<file path="src/rtl/cnn_mul_share_pkg.sv">
// Shared constants and the round-robin pick helper for cnn_mul_share_arb.
// Optional feature macro: CNN_MUL_SHARE_ARB_PRIO_EN (fixed-index priority grant).
package cnn_mul_share_pkg;

  localparam int A_W     = 14;
  localparam int B_W     = 8;
  localparam int P_W     = A_W + B_W;
  localparam int MAX_REQ = 8;
  localparam int PICK_W  = 3;

  typedef struct packed {
    logic              found;
    logic [PICK_W-1:0] idx;
  } pick_t;

  // First valid requester scanning ptr, ptr+1, ... modulo n (n <= MAX_REQ, ptr < n).
  function automatic pick_t rr_pick(input logic [MAX_REQ-1:0] valid,
                                    input logic [PICK_W-1:0]  ptr,
                                    input int                 n);
    pick_t r;
    int    j;
    r = '0;
    for (int k = 0; k < MAX_REQ; k++) begin
      j = int'(ptr) + k;
      if (j >= n) j = j - n;
      if (k < n && !r.found && valid[j[PICK_W-1:0]]) begin
        r.found = 1'b1;
        r.idx   = j[PICK_W-1:0];
      end
    end
    return r;
  endfunction

endpackage

</file>
<file path="src/rtl/cnn_mul_share_arb_if.sv">
// Request/result bus of the shared multiplier.
// Optional feature macro: CNN_MUL_SHARE_ARB_PRIO_EN adds prio_req.
//
// Handshake: a beat transfers on a rising edge where valid && ready are both
// high. req_ready may depend combinationally on req_valid, never the reverse.
// res_valid/res_id/res_p hold steady until res_ready is seen.
interface cnn_mul_share_arb_if
  import cnn_mul_share_pkg::*;
#(
  parameter int NUM_REQ = 4,
  parameter int ID_W    = 2
);
  logic [NUM_REQ-1:0]     req_valid;
  logic [NUM_REQ*A_W-1:0] req_a;
  logic [NUM_REQ*B_W-1:0] req_b;
  logic [NUM_REQ-1:0]     req_ready;
  logic                   res_valid;
  logic [ID_W-1:0]        res_id;
  logic [P_W-1:0]         res_p;
  logic                   res_ready;
`ifdef CNN_MUL_SHARE_ARB_PRIO_EN
  logic                   prio_req;
`endif

  modport master (
    output req_valid, req_a, req_b, res_ready,
`ifdef CNN_MUL_SHARE_ARB_PRIO_EN
    output prio_req,
`endif
    input  req_ready, res_valid, res_id, res_p
  );

  modport slave (
    input  req_valid, req_a, req_b, res_ready,
`ifdef CNN_MUL_SHARE_ARB_PRIO_EN
    input  prio_req,
`endif
    output req_ready, res_valid, res_id, res_p
  );
endinterface

</file>
<file path="src/rtl/cnn_mul_share_dsp.sv">
// Two-register multiply stage: operand register (s1) then product register
// (s2), both advancing together on en. Maps onto one DSP48 with AREG/PREG.
module cnn_mul_share_dsp
  import cnn_mul_share_pkg::*;
#(
  parameter int ID_W = 2
) (
  input  logic                  ap_clk,
  input  logic                  ap_rst,
  input  logic                  en,
  input  logic                  in_valid,
  input  logic [A_W-1:0]        in_a,
  input  logic [B_W-1:0]        in_b,
  input  logic [ID_W-1:0]       in_id,
  output logic                  out_valid,
  output logic [ID_W-1:0]       out_id,
  output logic signed [P_W-1:0] out_p
);
  logic                  s1_valid;
  logic signed [A_W-1:0] s1_a;
  logic signed [B_W-1:0] s1_b;
  logic [ID_W-1:0]       s1_id;

  // Valid bits: cleared by reset, a bubble enters s1 when nothing is granted.
  always_ff @(posedge ap_clk) begin
    if (ap_rst) begin
      s1_valid  <= 1'b0;
      out_valid <= 1'b0;
    end else if (en) begin
      s1_valid  <= in_valid;
      out_valid <= s1_valid;
    end
  end

  // Data path: operands captured on a grant, full-width signed product next.
  always_ff @(posedge ap_clk) begin
    if (en && in_valid) begin
      s1_a  <= $signed(in_a);
      s1_b  <= $signed(in_b);
      s1_id <= in_id;
    end
    if (en && s1_valid) begin
      out_p  <= s1_a * s1_b;
      out_id <= s1_id;
    end
  end
endmodule

</file>
<file path="src/rtl/cnn_mul_share_arb.sv">
// Round-robin arbiter in front of one shared 14x8 signed multiplier, with a
// tagged, back-pressured result port.
// Optional feature macro: CNN_MUL_SHARE_ARB_PRIO_EN grants PRIO_IDX first
// while prio_req is high, without moving the round-robin pointer.
module cnn_mul_share_arb
  import cnn_mul_share_pkg::*;
#(
  parameter int NUM_REQ = 4,
  parameter int ID_W    = 2
`ifdef CNN_MUL_SHARE_ARB_PRIO_EN
  , parameter int PRIO_IDX = 0
`endif
) (
  input  logic                ap_clk,
  input  logic                ap_rst,
  cnn_mul_share_arb_if.slave  bus,
  output logic [ID_W-1:0]     dbg_rr_ptr
);
  logic [ID_W-1:0]       rr_ptr;
  logic                  stall;
  logic [MAX_REQ-1:0]    valid_ext;
  pick_t                 pick;
  logic                  prio_hit;
  logic                  grant_any;
  logic [ID_W-1:0]       grant_id;
  logic [A_W-1:0]        grant_a;
  logic [B_W-1:0]        grant_b;
  logic                  s2_valid;
  logic [ID_W-1:0]       s2_id;
  logic signed [P_W-1:0] s2_p;

  assign stall      = s2_valid && !bus.res_ready;
  assign dbg_rr_ptr = rr_ptr;

  // Arbitration: priority override (if built in), else round-robin from rr_ptr.
  always_comb begin
    valid_ext                = '0;
    valid_ext[NUM_REQ-1:0]   = bus.req_valid;
    pick                     = rr_pick(valid_ext, PICK_W'(rr_ptr), NUM_REQ);
    prio_hit                 = 1'b0;
`ifdef CNN_MUL_SHARE_ARB_PRIO_EN
    prio_hit                 = bus.prio_req && bus.req_valid[PRIO_IDX] && !stall;
    grant_id                 = prio_hit ? ID_W'(PRIO_IDX) : ID_W'(pick.idx);
`else
    grant_id                 = ID_W'(pick.idx);
`endif
    grant_any                = !stall && (pick.found || prio_hit);
    bus.req_ready            = '0;
    if (grant_any) bus.req_ready[grant_id] = 1'b1;
    grant_a                  = bus.req_a[grant_id*A_W +: A_W];
    grant_b                  = bus.req_b[grant_id*B_W +: B_W];
  end

  // Pointer moves past a round-robin winner; priority grants leave it alone.
  always_ff @(posedge ap_clk) begin
    if (ap_rst) begin
      rr_ptr <= '0;
    end else if (grant_any && !prio_hit) begin
      rr_ptr <= (grant_id == ID_W'(NUM_REQ-1)) ? '0 : grant_id + 1'b1;
    end
  end

  cnn_mul_share_dsp #(.ID_W(ID_W)) u_dsp (
    .ap_clk    (ap_clk),
    .ap_rst    (ap_rst),
    .en        (!stall),
    .in_valid  (grant_any),
    .in_a      (grant_a),
    .in_b      (grant_b),
    .in_id     (grant_id),
    .out_valid (s2_valid),
    .out_id    (s2_id),
    .out_p     (s2_p)
  );

  // Result port reads zero whenever nothing valid is presented.
  always_comb begin
    bus.res_valid = s2_valid;
    bus.res_id    = s2_valid ? s2_id : '0;
    bus.res_p     = s2_valid ? s2_p  : '0;
  end
endmodule

</file>
<file path="src/flat_wrapper.sv">
// flat-port wrapper written by rule: the top's interface ports become plain ports
module cnn_mul_share_arb_flat import cnn_mul_share_pkg::*;
#(
  parameter int NUM_REQ = 4,
  parameter int ID_W    = 2

)
  (ap_clk, ap_rst, dbg_rr_ptr, bus_req_valid, bus_req_a, bus_req_b, bus_res_ready, bus_req_ready, bus_res_valid, bus_res_id, bus_res_p);
  cnn_mul_share_arb_if #(.NUM_REQ(NUM_REQ), .ID_W(ID_W)) bus_i ();
  input  logic ap_clk;
  input  logic ap_rst;
  output logic [ID_W-1:0] dbg_rr_ptr;
  input wire logic [$bits(bus_i.req_valid)-1:0] bus_req_valid;
  input wire logic [$bits(bus_i.req_a)-1:0] bus_req_a;
  input wire logic [$bits(bus_i.req_b)-1:0] bus_req_b;
  input wire logic [$bits(bus_i.res_ready)-1:0] bus_res_ready;
  output wire logic [$bits(bus_i.req_ready)-1:0] bus_req_ready;
  output wire logic [$bits(bus_i.res_valid)-1:0] bus_res_valid;
  output wire logic [$bits(bus_i.res_id)-1:0] bus_res_id;
  output wire logic [$bits(bus_i.res_p)-1:0] bus_res_p;
  assign bus_i.req_valid = bus_req_valid;
  assign bus_i.req_a = bus_req_a;
  assign bus_i.req_b = bus_req_b;
  assign bus_i.res_ready = bus_res_ready;
  assign bus_req_ready = bus_i.req_ready;
  assign bus_res_valid = bus_i.res_valid;
  assign bus_res_id = bus_i.res_id;
  assign bus_res_p = bus_i.res_p;
  cnn_mul_share_arb #(.NUM_REQ(NUM_REQ), .ID_W(ID_W)) u_core (.ap_clk(ap_clk), .ap_rst(ap_rst), .bus(bus_i), .dbg_rr_ptr(dbg_rr_ptr));
endmodule
</file>
<file path="config.mk">
export PLATFORM = sky130hd
export DESIGN_NAME = cnn_mul_share_arb_flat
export DESIGN_NICKNAME = d
export VERILOG_FILES = /design/src/rtl/cnn_mul_share_pkg.sv /design/src/rtl/cnn_mul_share_arb_if.sv /design/src/rtl/cnn_mul_share_dsp.sv /design/src/rtl/cnn_mul_share_arb.sv /design/src/flat_wrapper.sv
export SDC_FILE = /design/constraint.sdc
export NUM_CORES = 1
export LEC_CHECK = 0
export CAP_MARGIN = 20
export CORE_MARGIN = 5
export CORE_UTILIZATION = 58
export CTS_CLUSTER_DIAMETER = 200
export DETAILED_ROUTE_END_ITERATION = 8
export PLACE_DENSITY = 0.93
export SYNTH_ARGS = -nofsm -noshare
export SYNTH_HDL_FRONTEND = slang
export SYNTH_SLANG_ARGS = --single-unit
export TNS_END_PERCENT = 30
</file>
<file path="constraint.sdc">
create_clock -name ap_clk -period 10.9 [get_ports ap_clk]
set_input_delay 2.18 -clock ap_clk [delete_from_list [all_inputs] [get_ports ap_clk]]
set_output_delay 2.18 -clock ap_clk [all_outputs]
set_load 0.01 [all_outputs]
</file>
==> flow_summary.html <==
<table>
<tr><th>Metric</th><th>Value</th></tr>
<tr><th colspan="2">Yosys</th></tr>
<tr><td>Post-synthesis average cell area</td><td>9.19 um^2</td></tr>
<tr><td>Total of warnings raised by yosys</td><td>0</td></tr>
<tr><td>Synth Register Bits</td><td>52</td></tr>
<tr><td>Count of unique library cells instantiated by Yosys</td><td>42</td></tr>
<tr><td>Gate count of the mapped netlist</td><td>720</td></tr>
<tr><td>Number of enable flip-flop cells after synthesis</td><td>48</td></tr>
<tr><td>Syn Nets</td><td>roughly 950</td></tr>
<tr><td>Share of synthesized registers carrying an async set or reset</td><td>0</td></tr>
<tr><td>Post-Syn Area</td><td>6620 um^2</td></tr>
<tr><td>Most frequently used flop master after synthesis</td><td>sky130_fd_sc_hd__edfxtp_1</td></tr>
<tr><td>Sequential area share after synthesis</td><td>0.230</td></tr>
<tr><th colspan="2">Critical path</th></tr>
<tr><td>Signal arrival time at the worst endpoint</td><td>5.03 ns</td></tr>
<tr><td>Critical Path End Type</td><td>primary output</td></tr>
<tr><td>Largest fanout on the critical path</td><td>48</td></tr>
<tr><td>Start-to-end type of the worst setup path</td><td>primary input to primary output</td></tr>
<tr><td>Worst setup path start</td><td>bus_req_valid[2]</td></tr>
<tr><td>CP Data Required Time</td><td>~8.7 ns</td></tr>
<tr><td>Crit Reg-Reg Startpoint</td><td>u_core.u_dsp.s1_b[7]$_DFFE_PP_</td></tr>
<tr><td>Startpoint kind of the worst setup timing path</td><td>primary input</td></tr>
<tr><th colspan="2">Die</th></tr>
<tr><td>Initial Util</td><td>0.585</td></tr>
<tr><td>Row count</td><td>39</td></tr>
<tr><td>Die height</td><td>117 um</td></tr>
<tr><td>Top-Level Pins</td><td>~130</td></tr>
<tr><td>Core outline area</td><td>11300 um^2</td></tr>
<tr><td>Die X</td><td>117 um</td></tr>
<tr><td>Die ar.</td><td>around 14000 um^2</td></tr>
<tr><th colspan="2">Global route</th></tr>
<tr><td>Vias in the first global route</td><td>5720</td></tr>
<tr><td>All-Layer GR Usage</td><td>0.246</td></tr>
<tr><td>Number of antenna violations at the first check in global routing</td><td>0</td></tr>
<tr><td>Global-route wire length before repair</td><td>roughly 26000 um</td></tr>
<tr><td>Largest net degree at the start of global routing</td><td>between 40 and 50</td></tr>
<tr><td>Global-route congestion overflow total</td><td>0</td></tr>
<tr><th colspan="2">Layout</th></tr>
<tr><td>Most frequent cells in the layout</td><td>136 x sky130_fd_sc_hd__inv_1, 125 x sky130_fd_sc_hd__clkdlybuf4s50_1, 111 x sky130_fd_sc_hd__nand2_1</td></tr>
<tr><td>Fraction of layout cells with a size suffix above 1</td><td>0.0228</td></tr>
<tr><td>Layout overhead on the synthesized area</td><td>22.7%</td></tr>
<tr><td>Count of non-filler cells in the finished layout</td><td>976</td></tr>
<tr><td>Total Nets Final</td><td>1063</td></tr>
<tr><td>Number of diodes</td><td>0</td></tr>
<tr><td>Most common library cell in the layout ignoring fill and taps</td><td>sky130_fd_sc_hd__inv_1</td></tr>
<tr><td>Core occupancy in the finished layout</td><td>0.717</td></tr>
<tr><td>Layout filler cell count</td><td>778</td></tr>
<tr><th colspan="2">Placement</th></tr>
<tr><td>Setup slack at placement</td><td>3.72 ns</td></tr>
<tr><td>Weighted congestion reported at the end of routability-driven placement</td><td>0.946</td></tr>
<tr><td>Number of buffers inserted by port buffering</td><td>125</td></tr>
<tr><td>Detailed-placement wirelength estimate</td><td>12600 um</td></tr>
<tr><td>Number of placed instances with taps included</td><td>968</td></tr>
<tr><th colspan="2">Detailed routing</th></tr>
<tr><td>Vias per cell</td><td>5.42</td></tr>
<tr><td>Drt drc</td><td>0</td></tr>
<tr><td>Per-cell routed wire length</td><td>15.8 um</td></tr>
<tr><td>DRC marker count from the first detailed-route iteration</td><td>237</td></tr>
<tr><td>Router iterations before antenna repair</td><td>5</td></tr>
<tr><td>Vias post-DR</td><td>approximately 5300</td></tr>
<tr><td>Number of nets with antenna violations after detailed routing</td><td>0</td></tr>
<tr><td>Routed wire length</td><td>15400 um</td></tr>
<tr><th colspan="2">Clocking</th></tr>
<tr><td>Number of sinks on the clock net</td><td>52</td></tr>
<tr><td>Library cell used as clock root buffer</td><td>sky130_fd_sc_hd__clkbuf_16</td></tr>
<tr><td># H-tree levels</td><td>2</td></tr>
<tr><td>Maximum clock path buffer count</td><td>2</td></tr>
<tr><td>CTS clk-pin slew, worst paths</td><td>0.08 ns</td></tr>
<tr><td>Quantity of hold-fixing buffers added after cts</td><td>0</td></tr>
<tr><td>Number of buffers inserted during clock tree synthesis</td><td>5</td></tr>
<tr><td>Number of buffers added for setup after CTS</td><td>0</td></tr>
<tr><td>Clk_lat worst skew</td><td>0.31 ns</td></tr>
<tr><td>Number of gates resized after CTS</td><td>0</td></tr>
<tr><td>CTS tree</td><td>done</td></tr>
<tr><th colspan="2">Min path</th></tr>
<tr><td>Hold path startpoint</td><td>u_core.u_dsp.s1_id[0]$_DFFE_PP_</td></tr>
<tr><td>Class of the most critical hold timing path</td><td>flop to flop</td></tr>
<tr><th colspan="2">Timing</th></tr>
<tr><td>Period minus WS final</td><td>7.21 ns</td></tr>
<tr><td>Final Slew Violations</td><td>0</td></tr>
<tr><td>Period utilization</td><td>0.661</td></tr>
<tr><td>Transition time of the tightest slew-check pin</td><td>roughly 0.7 ns</td></tr>
<tr><td>RSZ-0062 raised after global routing</td><td>no</td></tr>
<tr><td>Worst Setup Slack, final</td><td>3.69 ns</td></tr>
<tr><td>Peak Freq</td><td>approximately 140 MHz</td></tr>
<tr><td>Sum of negative setup slack</td><td>0 ns</td></tr>
<tr><td>Number of hold violations in the final report</td><td>0</td></tr>
<tr><td>Worst-case clock skew</td><td>just over 0.009 ns</td></tr>
<tr><td>Worst max-slew margin expressed relative to the limit</td><td>0.534</td></tr>
<tr><td>Number of failing setup endpoints in the final timing report</td><td>0</td></tr>
<tr><th colspan="2">Run status</th></tr>
<tr><td>Outcome</td><td>completed</td></tr>
<tr><th colspan="2">Run</th></tr>
<tr><td>Number of violations of the max-capacitance limit</td><td>0</td></tr>
</table>
## cells in the mapped netlist (2+ instances only)
cell type	instances	area, um^2
sky130_fd_sc_hd__buf_4	2	15.0
sky130_fd_sc_hd__buf_2	5	25.0
sky130_fd_sc_hd__a21o_1	5	37.5
sky130_fd_sc_hd__a211oi_1	2	15.0
sky130_fd_sc_hd__dfxtp_1	4	80.1
sky130_fd_sc_hd__ha_1	45	563
sky130_fd_sc_hd__xnor2_1	16	140
sky130_fd_sc_hd__o211ai_1	2	15.0
sky130_fd_sc_hd__nor2_1	21	78.8
sky130_fd_sc_hd__nor2b_1	2	12.5
sky130_fd_sc_hd__fa_1	91	1820
sky130_fd_sc_hd__a21oi_1	12	60.1
sky130_fd_sc_hd__xor2_1	7	61.3
sky130_fd_sc_hd__a21boi_0	2	15.0
sky130_fd_sc_hd__o21bai_1	3	22.5
sky130_fd_sc_hd__a31oi_1	23	144
sky130_fd_sc_hd__o22ai_1	2	12.5
sky130_fd_sc_hd__inv_1	136	510
sky130_fd_sc_hd__nand2_1	111	417
sky130_fd_sc_hd__nor3_1	2	10.0
sky130_fd_sc_hd__and2_1	107	669
sky130_fd_sc_hd__nand2b_1	7	43.8
sky130_fd_sc_hd__and3_1	22	138
sky130_fd_sc_hd__o21ai_0	6	30.0
sky130_fd_sc_hd__edfxtp_1	48	1440
sky130_fd_sc_hd__o21a_1	5	37.5
sky130_fd_sc_hd__clkbuf_1	14	52.6
sky130_fd_sc_hd__buf_6	2	22.5
sky130_fd_sc_hd__nand3_1	2	10.0
sky130_fd_sc_hd__or3_1	2	12.5
## worst max-delay path, cell delays in order
cell	delay [ns]
sky130_fd_sc_hd__clkdlybuf4s50_1	0.53
sky130_fd_sc_hd__nand2b_1	0.07
sky130_fd_sc_hd__a21oi_1	0.14
sky130_fd_sc_hd__or3_4	0.45
sky130_fd_sc_hd__clkinv_2	0.59
sky130_fd_sc_hd__ha_1	0.44
sky130_fd_sc_hd__and2_1	0.14
sky130_fd_sc_hd__clkdlybuf4s50_1	0.47
## path summary, 6_finish.rpt
| kind | end | slack, ns | cells after the start |
|---|---|---|---|
| setup / recovery | bus_req_ready[3] | 3.69 | 8 |
| hold / removal | u_core.u_dsp.out_id[0]$_DFFE_PP_ | 0.43 | 0 |
| setup reg to reg | u_core.u_dsp.out_p[20]$_DFFE_PP_ | 5.57 | 16 |
| hold reg to reg | u_core.u_dsp.out_id[0]$_DFFE_PP_ | 0.43 | 0 |
## registers in the layout, summed over array words and instances (netlist names)
register and flops:
u_core.u_dsp.s1_valid 1, u_core.u_dsp.out_p 22, u_core.u_dsp.out_id 2, u_core.u_dsp.s1_a 14, u_core.u_dsp.s1_id 2, u_core.u_dsp.out_valid 1, u_core.u_dsp.s1_b 8, u_core.dbg_rr_ptr 2
## final cells by class
cell class / count / area (um^2) / area share
multi-input cells: 508 / 4470 / 0.551
well taps: 143 / 179 / 0.0220
clock inverters: 3 / 33.8 / 0.00416
flip-flops and latches: 52 / 1520 / 0.187
repair buffers: 128 / 1270 / 0.157
clock buffers: 5 / 125 / 0.0154
inverters: 137 / 515 / 0.0635
## routing by layer
metal  part of all wire  vias up  track usage
li1                   -     2459            -
met1               0.37     2536        0.295
met2               0.50      247        0.424
met3              0.093       44       0.0653
met4              0.034        0       0.0963
met5                  0        -            0
## cell families after synthesis
kind of cell / after synthesis / share of synthesized area
muxes: 1 / 0.00151
and+or+nand+nor: 279 / 0.215
AOI/OAI and AO/OA: 69 / 0.0679
DFF: 52 / 0.230
xor gates and xnor gates: 23 / 0.0304
adders and majority gates: 136 / 0.360
buffers and inverters: 160 / 0.0953
## stage by stage
stage | instance area [um^2] | hold WS (ns)
global route | 8120 | 0.452
CTS | 8120 | 0.429
detailed placement | 7960 | 0.410
finish | 8120 | 0.430
floorplan | 6620 | 0.400
global placement | 7960 | 0.402
Power is left out: the tool's default activity adds up to more than one toggle a clock period on the data nets, which glitch-free logic cannot reach.
